## src/rtl/intc_pkg.sv

```systemverilog
`default_nettype none
// +--------------------------------------------------------------------------+
// | intc_pkg                                                                 |
// | Register offsets, FSM state encoding and ISR fields for intc_reg.        |
// | Rev 1.0                                                                  |
// +--------------------------------------------------------------------------+
package intc_pkg;

    localparam int c_MAX_IRQ = 16;

    // Word offsets, compared against bs_addr_i[7:2]
    localparam logic [5:0] c_OFS_IPR  = 6'h00;  // 0x00
    localparam logic [5:0] c_OFS_IER  = 6'h01;  // 0x04
    localparam logic [5:0] c_OFS_ITR  = 6'h02;  // 0x08
    localparam logic [5:0] c_OFS_IPRA = 6'h04;  // 0x10
    localparam logic [5:0] c_OFS_IPRB = 6'h05;  // 0x14
    localparam logic [5:0] c_OFS_ISR  = 6'h06;  // 0x18

    typedef logic [1:0] state_t;
    localparam state_t c_ST_IDLE = 2'd0;
    localparam state_t c_ST_REQ  = 2'd1;
    localparam state_t c_ST_HOLD = 2'd2;

    localparam int c_ISR_REQ_BIT = 31;
    localparam int c_ISR_LVL_LSB = 8;
    localparam int c_ISR_VEC_LSB = 0;

    function automatic logic [c_MAX_IRQ-1:0] irq_mask(input int n);
        logic [c_MAX_IRQ-1:0] m;
        for (int i = 0; i < c_MAX_IRQ; i++) begin
            m[i] = (i < n);
        end
        return m;
    endfunction

    function automatic logic [4*c_MAX_IRQ-1:0] prio_mask(input int n);
        logic [4*c_MAX_IRQ-1:0] m;
        for (int i = 0; i < c_MAX_IRQ; i++) begin
            m[4*i +: 4] = (i < n) ? 4'hF : 4'h0;
        end
        return m;
    endfunction

endpackage
`default_nettype wire

```

## src/rtl/intc_prio_arb.sv

```systemverilog
`default_nettype none
// +--------------------------------------------------------------------------+
// | intc_prio_arb                                                            |
// | Combinational highest-priority selector, ties go to the lowest index.    |
// | Rev 1.0                                                                  |
// +--------------------------------------------------------------------------+
module intc_prio_arb
    import intc_pkg::*;
(
    input  logic [c_MAX_IRQ-1:0]   i_cand,
    input  logic [4*c_MAX_IRQ-1:0] i_prio,
    output logic                   o_found,
    output logic [3:0]             o_idx,
    output logic [3:0]             o_level
);

    logic       w_found;
    logic [3:0] w_idx;
    logic [3:0] w_level;

    // Strict '>' on an ascending scan keeps the lowest index on ties
    always_comb begin
        w_found = 1'b0;
        w_idx   = 4'd0;
        w_level = 4'd0;
        for (int i = 0; i < c_MAX_IRQ; i++) begin
            if (i_cand[i] && (i_prio[4*i +: 4] > w_level)) begin
                w_found = 1'b1;
                w_idx   = 4'(i);
                w_level = i_prio[4*i +: 4];
            end
        end
    end

    assign o_found = w_found;
    assign o_idx   = w_idx;
    assign o_level = w_level;

endmodule
`default_nettype wire

```

## src/rtl/intc_reg.sv

```systemverilog
`default_nettype none
// +--------------------------------------------------------------------------+
// | intc_reg                                                                 |
// | Prioritised interrupt controller with register file and CPU handshake.   |
// | Optional macro INTC_IRQ_SYNC_EN adds a 2-flop irq_i synchronizer.        |
// | Rev 1.0                                                                  |
// +--------------------------------------------------------------------------+
module intc_reg
    import intc_pkg::*;
#(
    parameter int         NUM_IRQ  = 16,
    parameter logic [7:0] VEC_BASE = 8'h40
) (
    input  logic               clk,
    input  logic               rst,
    input  logic               bs_sel_i,
    input  logic               bs_wr_i,
    input  logic [31:0]        bs_addr_i,
    input  logic [31:0]        bs_wdata_i,
    output logic [31:0]        rg_rdata_o,
    input  logic [NUM_IRQ-1:0] irq_i,
    input  logic               int_ack_i,
    output logic               int_req_o,
    output logic [3:0]         int_level_o,
    output logic [7:0]         int_vec_o
);

    localparam logic [c_MAX_IRQ-1:0]   c_IRQ_MASK  = irq_mask(NUM_IRQ);
    localparam logic [4*c_MAX_IRQ-1:0] c_PRIO_MASK = prio_mask(NUM_IRQ);

    logic [c_MAX_IRQ-1:0]   w_irq_raw, w_irq_in;
    logic [c_MAX_IRQ-1:0]   r_irq_q, r_irq_q_prev;
    logic [c_MAX_IRQ-1:0]   r_ier, r_itr, r_sticky;
    logic [4*c_MAX_IRQ-1:0] r_prio;
    logic [c_MAX_IRQ-1:0]   w_rise, w_pend, w_ipr_view, w_cand;
    logic [c_MAX_IRQ-1:0]   w_w1c, w_ack_clr, w_itr_next, w_sticky_next;
    logic [5:0]             w_ofs;
    logic                   w_wr_en, w_rd_en;
    logic                   w_found;
    logic [3:0]             w_win_idx, w_win_lvl;
    state_t                 r_state, w_state_next;
    logic                   r_req;
    logic [3:0]             r_level, r_idx;
    logic [7:0]             r_vec;
    logic                   w_unused;

    assign w_unused = ^{bs_addr_i[31:8], bs_addr_i[1:0]};
    assign w_ofs    = bs_addr_i[7:2];
    assign w_wr_en  = bs_sel_i & bs_wr_i;
    assign w_rd_en  = bs_sel_i & ~bs_wr_i;

    always_comb begin
        w_irq_raw = '0;
        for (int i = 0; i < NUM_IRQ; i++) begin
            w_irq_raw[i] = irq_i[i];
        end
    end

`ifdef INTC_IRQ_SYNC_EN
    logic [c_MAX_IRQ-1:0] r_sync1, r_sync2;

    always_ff @(posedge clk) begin
        if (rst) begin
            r_sync1 <= '0;
            r_sync2 <= '0;
        end else begin
            r_sync1 <= w_irq_raw;
            r_sync2 <= r_sync1;
        end
    end

    assign w_irq_in = r_sync2;
`else
    assign w_irq_in = w_irq_raw;
`endif

    // Edge sources read back a rise as soon as it is sampled, before it lands in the sticky bit
    assign w_rise     = r_irq_q & ~r_irq_q_prev;
    assign w_pend     = (r_itr & r_sticky) | (~r_itr & r_irq_q);
    assign w_ipr_view = (r_itr & (r_sticky | w_rise)) | (~r_itr & r_irq_q);

    always_comb begin
        w_cand = '0;
        for (int i = 0; i < c_MAX_IRQ; i++) begin
            w_cand[i] = w_pend[i] & r_ier[i] & (r_prio[4*i +: 4] != 4'd0);
        end
    end

    intc_prio_arb u_arb (
        .i_cand  (w_cand),
        .i_prio  (r_prio),
        .o_found (w_found),
        .o_idx   (w_win_idx),
        .o_level (w_win_lvl)
    );

    assign w_w1c      = (w_wr_en && (w_ofs == c_OFS_IPR)) ? bs_wdata_i[c_MAX_IRQ-1:0] : '0;
    assign w_ack_clr  = ((r_state == c_ST_REQ) && int_ack_i) ? (c_MAX_IRQ'(1) << r_idx) : '0;
    assign w_itr_next = (w_wr_en && (w_ofs == c_OFS_ITR)) ?
                        (bs_wdata_i[c_MAX_IRQ-1:0] & c_IRQ_MASK) : r_itr;
    // A new rise wins over a W1C/ack clear; turning a source to level drops its sticky bit
    assign w_sticky_next = ((r_sticky & ~w_w1c & ~w_ack_clr) | w_rise) & w_itr_next;

    always_ff @(posedge clk) begin
        if (rst) begin
            r_irq_q      <= '0;
            r_irq_q_prev <= '0;
            r_ier        <= '0;
            r_itr        <= '0;
            r_sticky     <= '0;
            r_prio       <= '0;
        end else begin
            r_irq_q      <= w_irq_in;
            r_irq_q_prev <= r_irq_q;
            r_itr        <= w_itr_next;
            r_sticky     <= w_sticky_next;
            if (w_wr_en && (w_ofs == c_OFS_IER)) begin
                r_ier <= bs_wdata_i[c_MAX_IRQ-1:0] & c_IRQ_MASK;
            end
            if (w_wr_en && (w_ofs == c_OFS_IPRA)) begin
                r_prio[31:0] <= bs_wdata_i & c_PRIO_MASK[31:0];
            end
            if (w_wr_en && (w_ofs == c_OFS_IPRB)) begin
                r_prio[63:32] <= bs_wdata_i & c_PRIO_MASK[63:32];
            end
        end
    end

    always_comb begin
        w_state_next = r_state;
        case (r_state)
            c_ST_IDLE: if (w_found) w_state_next = c_ST_REQ;
            c_ST_REQ: begin
                if (int_ack_i)     w_state_next = c_ST_HOLD;
                else if (!w_found) w_state_next = c_ST_IDLE;
            end
            c_ST_HOLD: w_state_next = c_ST_IDLE;
            default:   w_state_next = c_ST_IDLE;
        endcase
    end

    // Outputs are refreshed every REQ cycle so a higher-priority arrival preempts
    always_ff @(posedge clk) begin
        if (rst) begin
            r_state <= c_ST_IDLE;
            r_req   <= 1'b0;
            r_level <= 4'd0;
            r_vec   <= 8'd0;
            r_idx   <= 4'd0;
        end else begin
            r_state <= w_state_next;
            if (w_state_next == c_ST_REQ) begin
                r_req   <= 1'b1;
                r_level <= w_win_lvl;
                r_vec   <= VEC_BASE + {4'd0, w_win_idx};
                r_idx   <= w_win_idx;
            end else begin
                r_req   <= 1'b0;
                r_level <= 4'd0;
                r_vec   <= 8'd0;
            end
        end
    end

    assign int_req_o   = r_req;
    assign int_level_o = r_level;
    assign int_vec_o   = r_vec;

    always_comb begin
        rg_rdata_o = '0;
        if (w_rd_en) begin
            case (w_ofs)
                c_OFS_IPR:  rg_rdata_o = {16'd0, w_ipr_view};
                c_OFS_IER:  rg_rdata_o = {16'd0, r_ier};
                c_OFS_ITR:  rg_rdata_o = {16'd0, r_itr};
                c_OFS_IPRA: rg_rdata_o = r_prio[31:0];
                c_OFS_IPRB: rg_rdata_o = r_prio[63:32];
                c_OFS_ISR: begin
                    rg_rdata_o[c_ISR_REQ_BIT]      = r_req;
                    rg_rdata_o[c_ISR_LVL_LSB +: 4] = r_level;
                    rg_rdata_o[c_ISR_VEC_LSB +: 8] = r_vec;
                end
                default: rg_rdata_o = '0;
            endcase
        end
    end

endmodule
`default_nettype wire

```

## config.mk

```make
export PLATFORM = sky130hd
export DESIGN_NAME = intc_reg
export DESIGN_NICKNAME = d
export VERILOG_FILES = /design/src/rtl/intc_pkg.sv /design/src/rtl/intc_prio_arb.sv /design/src/rtl/intc_reg.sv
export SDC_FILE = /design/constraint.sdc
export NUM_CORES = 1
export LEC_CHECK = 0
export ABC_AREA = 0
export CAP_MARGIN = 5
export CELL_PAD_IN_SITES_DETAIL_PLACEMENT = 1
export CELL_PAD_IN_SITES_GLOBAL_PLACEMENT = 2
export CORE_ASPECT_RATIO = 1.25
export CORE_MARGIN = 2
export CORE_UTILIZATION = 33
export DETAILED_ROUTE_END_ITERATION = 7
export PLACE_DENSITY_LB_ADDON = 0.1
export SYNTH_ARGS = -nofsm -noshare
export SYNTH_HDL_FRONTEND = slang
export SYNTH_SLANG_ARGS = --single-unit
```

## constraint.sdc

```tcl
create_clock -name clk -period 32 [get_ports clk]
set_clock_uncertainty 0.15 [all_clocks]
set_input_delay 6.4 -clock clk [delete_from_list [all_inputs] [get_ports clk]]
set_output_delay 6.4 -clock clk [all_outputs]
set_load 0.02 [all_outputs]
```

# [After elaboration in Yosys (flattened, before gate mapping)]
# Cells that the tools add are included.
[totals] latchBits=0 mem_count=0 rom_bits=0 mem_bits_rw=0 register_bits=163 out_inout_bits=45
[classes] n_div=0 n_reduce_logical=41 shifts=1 mul=0 magnitude_cmp=16 n_addsub=1 bitwise_logic=51 n_eq_ne=7 mux=59
[op_table] op="AND 16 bit" n=7
[op_table] op="two-way mux 4 bit" n=24
[op_table] op="one-hot mux 19 bit (5 select lines)" n=1
[op_table] op="one-hot mux 12 bit (6 select lines)" n=1
[op_table] op="inverter 16 bit" n=4
[op_table] op="bitwise OR 16 bit" n=4
[op_table] op="nonzero test 4 bit" n=16
[op_table] op="greater-than comparator 4 bit" n=15
[op_table] op="two-way mux 16 bit" n=3
[op_table] op="AND 1 bit" n=34
[op_table] op="two-way mux 32 bit" n=1
[op_table] op="logical AND 1 bit" n=22
[op_table] op="equality test 6 x 3 -> 1 bit, second input constant" n=3
[op_table] op="two-way mux 1 bit" n=18
[op_table] op="<< shifter 1 x 4 -> 16 bit, first input constant" n=1
[op_table] op="two-way mux 3 bit" n=4
[op_table] op="two-way mux 2 bit" n=5
[op_table] op="adder 7 x 4 -> 8 bit, first input constant" n=1
[op_table] op="equality test 6 x 1 -> 1 bit, second input constant" n=1
[op_table] op="equality test 6 x 2 -> 1 bit, second input constant" n=1
[op_table] op="zero test 6 bit" n=1
[op_table] op="equality test 2 x 1 -> 1 bit, second input constant" n=2
[op_table] op="greater-than comparator 4 x 1 -> 1 bit, second input constant" n=1
[op_table] op="one-hot mux 2 bit (2 select lines)" n=1
[op_table] op="4 further kinds" n=5

# [Logic depth before layout (Yosys ltp)]
[logic_depth] ltp_word=58 depth_mapped=146 mapped_depth_nobuf=139

# [Cells and area by module]
# A second synthesis with hierarchy kept.
[hier_totals] cells_unflattened=1268 hier_area_um2=10244.8
[by_module_without_submodules] mod="intc_reg" n_inst=1 cells_each=831 area_per_inst_um2=7035.5 seq_area_each_um2=3203.1
[by_module_without_submodules] mod="intc_prio_arb" n_inst=1 cells_each=437 area_per_inst_um2=3209.3 seq_area_each_um2=0.0

# [Least setup slack after synthesis]
# OpenSTA, ideal clock, no wires.
[synth_timing] kind="reg2reg" start="register r_itr[0]" end="register r_idx[1]" period_less_slack_ps=25139 required_ps=31736 setup_time_ps=114 stages_incl_launch_ff=138 arrival_time_ps=24876 n_path_buf=7 path_slack_ps=6861 path_cell_list="dfxtp_1 mux2_4 and3_1 buf_2 inv_2 ha_1 nand4_1 nand4_2 a21oi_1 nand2_1 o21ai_0 inv_1 ha_1 nand2_1 a2111oi_0 a211oi_2 nand3_2 nand3_1 [102 not listed] clkbuf_1 o21ai_0 a21oi_2 or2_1 ha_1 nor2b_1 o21ai_0 nand2b_1 a21oi_1 nor3_1 inv_1 nand2_1 a2111oi_0 nand3_1 nor3b_4 a31oi_2 nor2b_1 a21o_1"
[synth_between] elab_chain_len=56
[synth_lines] item="start, declared" line_no="intc_reg.sv:33" text="logic [c_MAX_IRQ-1:0] r_ier, r_itr, r_sticky;"
[synth_lines] item="start signal, assigned" line_no="intc_reg.sv:115" text="r_itr <= w_itr_next;"
[synth_lines] item="inverter 16 bit" line_no="intc_reg.sv:79" text="assign w_pend = (r_itr & r_sticky) | (~r_itr & r_irq_q);"
[synth_lines] item="AND 16 bit" line_no="intc_reg.sv:79"
[synth_lines] item="bitwise OR 16 bit (*)" line_no="intc_reg.sv:79"
[synth_lines] item="AND 1 bit (*) (2 in a row)" line_no="intc_reg.sv:85" text="w_cand[i] = w_pend[i] & r_ier[i] & (r_prio[4*i +: 4] != 4'd0);"
[synth_lines] item="logical AND 1 bit (*)" line_no="intc_prio_arb.sv:27" text="if (i_cand[i] && (i_prio[4*i +: 4] > w_level)) begin"
[synth_lines] item="two-way mux 4 bit" line_no="intc_prio_arb.sv:27"
[synth_lines] item="greater-than comparator 4 bit" line_no="intc_prio_arb.sv:27"
[synth_lines] item="logical AND 1 bit" line_no="intc_prio_arb.sv:27"
[synth_lines] item="[39 not listed]"
[synth_lines] item="two-way mux 4 bit" line_no="intc_prio_arb.sv:27"
[synth_lines] item="greater-than comparator 4 bit" line_no="intc_prio_arb.sv:27"
[synth_lines] item="logical AND 1 bit" line_no="intc_prio_arb.sv:27"
[synth_lines] item="two-way mux 1 bit" line_no="intc_prio_arb.sv:27"
[synth_lines] item="two-way mux 2 bit" line_no="intc_reg.sv:135" text="else if (!w_found) w_state_next = c_ST_IDLE;"
[synth_lines] item="two-way mux 2 bit" line_no="intc_reg.sv:134" text="if (int_ack_i) w_state_next = c_ST_HOLD;"
[synth_lines] item="one-hot mux 2 bit (2 select lines)" line_no="intc_reg.sv:131" text="case (r_state)"
[synth_lines] item="equality test 2 x 1 -> 1 bit" line_no="intc_reg.sv:152" text="if (w_state_next == c_ST_REQ) begin"
[synth_lines] item="end signal, assigned" line_no="intc_reg.sv:156" text="r_idx <= w_win_idx;"
[synth_lines] item="end, declared" line_no="intc_reg.sv:43" text="logic [3:0] r_level, r_idx;"
# Every way passes the cells marked *; elsewhere a longest branch is shown, timed or not.
# A chain may end at the register's enable or synchronous reset.

# [Worst setup path after layout]
# Same ends and word-level chain as after synthesis.

==> summary.md <==
| Metric | Value |
|---|---|
| Ports | 130 |
| Share of cells above drive strength 1 | 0.08176 |
| FP Rows | 71 |
| FMAX | about 34 MHz |
| Warnings, synthesis | 0 |
| Crit path largest cell delay | just over 0.9 ns |
| Worst hold start | r_ier[7] |
| Crit path time final | around 30 ns |
| Die area | about 32000 sq um |
| Total Routing Usage GR | 0.2500 |
| 1st-pass router iterations | 4 |
| Vias | between 10k and 15k |
| Final slew viol count | 0 |
| Setup TNS | 0 ns |
| CP dominant cell by count | ha_1 |
| Number of synthesized flops with an enable pin | 0 |
| Die W | 161.2 microns |
| Post-synthesis cell area | around 10000 sq um |
| CP max-delay cell | o311ai_0 |
| Dpl hpwl | ~30000 microns |
| Synth cell types | 97 |
| Crit. End Element | register |
| CP arrival | approximately 30 ns |
| Vias in the first global route | roughly 10k |
| CTS Hold Bufs | 0 |
| Syn-to-layout area delta | 19.13% |
| # H-tree levels | 4 |
| Die Y | ~200 microns |
| R2R Setup Slk | 2.23 ns |
| Post-Synthesis Cells | 1356 |
| Reg-to-reg endpoint | r_idx[1] |
| Fin. Hold Viols | 0 |
| DRC viols | 0 |
| FFs w/ async S/R, synth | 0 |
| Final WL | 40350 microns |
| Worst IR Drop VDD | between 20 and 25 uV |
| Final cell utilization of the core | 0.4018 |
| Cells on worst reg2reg path | between 100 and 150 |
| GPL Wtd Cong | approximately 0.85 |
| Diodes inserted | 0 |
| Commonest non-fill, non-tap cell in the layout | nand2_1 |
| Clock Latency Late Sink | 0.44 ns |
| CP startpoint kind | register |
| PortBufs | 100 |
| Post-route ant nets | 0 |
| Max-slew headroom | 0.2323 |
| FF-to-FF Start | r_itr[0] |
| WL/cell | between 20 and 25 microns |
| # nets final | 1551 |
| Deepest clock path buffer count | 2 |
| Initial antenna violation count | 0 |
| Syn_area_per_cell | approximately 7.5 sq um |
| RSZ-0062 raised after global routing | false |
| Pwr per Cell Area | approximately 36 nW/um^2 |
| Seq/Total Area, Yosys | 0.3144 |
| Period utilization | 0.9304 |
| Worst-margin pin slew | between 1 and 1.5 ns |
| Fillers | between 3k and 4k |
| Via density | 5.551 |
| Root buffer cell | clkbuf_16 |
| Status | finished clean |
| Worst Path Required | 32.18 ns |
| Yosys reg bits | 160 |
| First-pass GRT wire length | 62230 microns |
| Largest net degree at the start of global routing | between 60 and 70 |
| Main synth FF type | dfxtp_1 |
| Worst hold stages | 2 |
| Maximum fanout along the worst path | 19 |
| Hold Path Class | register to register |
| WS Path Type | register to register |
| Core Area | around 30000 sq um |
| CTS tree | done |
| Initial detailed-routing violation count | about 460 |
| Postcts setup bufs | 0 |
| MaxCap Viol Count | 0 |
| Critical Path Source | r_itr[0] |
| Hold path endpoint | r_ier[7] |
| Clock-pin slew of the registers on the worst-case setup and hold paths | approximately 0.07 ns |
| Clk sinks | 160 |
| Finish-stage setup viols | 0 |
| Leak pwr | slightly above 4 nW |
| CTS buffer count | 17 |
| Most frequent cells in the layout | nand2_1, dfxtp_1, a21oi_1 |
| Remaining Overflow, GRT | 0 |
| Starting density of the core | 0.3373 |
[state kept, by name, summed over array words and instances, names as in the netlist]
name,cells
r_prio,64
r_ier,16
r_irq_q,16
r_irq_q_prev,16
r_itr,16
r_sticky,16
int_vec_o,5
int_level_o,4
r_idx,4
r_state,2
int_req_o,1
[repair_timing]
action	in CTS	in global routing
resized for setup	0	5
hold endpoints to repair	0	0
endpoints found under the setup margin	0	13
[kinds of logic after synthesis]
family                   share of synthesized area
multiplexers                               0.04925
XOR/XNOR                                  0.005159
AND/OR/NAND/NOR                             0.2469
other                                    0.0003681
adder cells (fa/ha/maj)                    0.06092
buffers and inverters                      0.05281
AO/OA/AOI/OAI                               0.2702
flip-flops                                  0.3144
[how the worst max path moves through the flow]
stage	end	slack, ns	cells after the start
2_1_floorplan	r_idx[1]	6.86	137
3_3_place_gp	r_idx[1]	1.89	132
3_5_place_dp	r_idx[1]	1.66	132
4_1_cts	r_idx[1]	1.46	132
5_1_grt	r_idx[1]	0.07	129
6_report	r_idx[1]	2.23	129
[layer usage]
metal / part of all wire / up-vias / track usage
met1: 0.46 / 5073 / 0.3198
met4: 0.016 / 0 / 0.05963
met3: 0.021 / 40 / 0.02335
li1: - / 4921 / -
met2: 0.51 / 135 / 0.4510
met5: 0 / - / 0
[worst max-delay path, delay by kind of cell, from the launching register on]
family                   cells  cell delay [ns]
AND/OR/NAND/NOR             37             7.27
multiplexers                 9             3.17
flip-flops                   1             0.40
AO/OA/AOI/OAI               54            13.09
buffers and inverters       13             1.04
adder cells (fa/ha/maj)     16             4.50
[power by group]
group	leakage (nW)	internal [mW]	total [mW]	switching (mW)
Sequential	1.30	0.201	0.203	0.00190
Clock	0.288	0.114	0.213	0.0988
Combinational	2.55	0.0102	0.0239	0.0137
Total	4.13	0.326	0.440	0.114
[per-stage QoR]
step	instances	hold slack (ns)	setup slack, ns	area, sq um	power, mW
after CTS	1832	0.3270	1.456	12120	0.4449
after detailed placement	1800	0.3173	1.660	11520	0.2317
final	1832	0.3271	2.228	12140	0.4402
after global placement	1800	0.3051	1.892	11520	0.2316
after floorplan	1358	0.2896	6.861	10190	0.2168
after global routing	1832	0.3458	0.07456	12140	0.4530
[synthesized netlist by cell type (4+ instances only)]
cell type / n / share of area
and3_1: 13 / 0.0080
ha_1: 48 / 0.059
nor3b_1: 4 / 0.0029
nand2_1: 299 / 0.11
a31oi_1: 24 / 0.015
a211o_1: 5 / 0.0043
a21oi_1: 137 / 0.067
nand3_1: 27 / 0.013
o21a_1: 15 / 0.011
mux2_2: 20 / 0.022
clkbuf_1: 59 / 0.022
nand4_1: 9 / 0.0055
o2111ai_1: 4 / 0.0034
nor2_1: 62 / 0.023
or2_2: 4 / 0.0025
nor4_1: 5 / 0.0031
inv_1: 67 / 0.025
o31ai_1: 6 / 0.0044
or4_1: 7 / 0.0052
o311ai_0: 7 / 0.0060
nor2b_1: 54 / 0.033
nor3_1: 17 / 0.0084
o21ai_1: 4 / 0.0020
mux2i_1: 16 / 0.016
a21boi_0: 6 / 0.0044
mux2_4: 7 / 0.010
a22oi_1: 40 / 0.029
a21o_1: 15 / 0.011
dfxtp_1: 160 / 0.31
o21ai_0: 81 / 0.040
nand2b_1: 15 / 0.0092
and2_1: 8 / 0.0049
a211oi_1: 8 / 0.0059
[area by class of cell]
| type | instances | area (sq um) | share of cell area |
|---|---|---|---|
| multi-input combinational | 1061 | 6505 | 0.5360 |
| sequential | 160 | 3203 | 0.2639 |
| timing repair buffer | 110 | 1074 | 0.08845 |
| tap | 401 | 501.7 | 0.04134 |
| clock buffer | 19 | 452.9 | 0.03732 |
| inverter | 68 | 255.2 | 0.02103 |
| clock inverter | 13 | 145.1 | 0.01196 |
No activity file was read; power rests on OpenSTA's default activity.
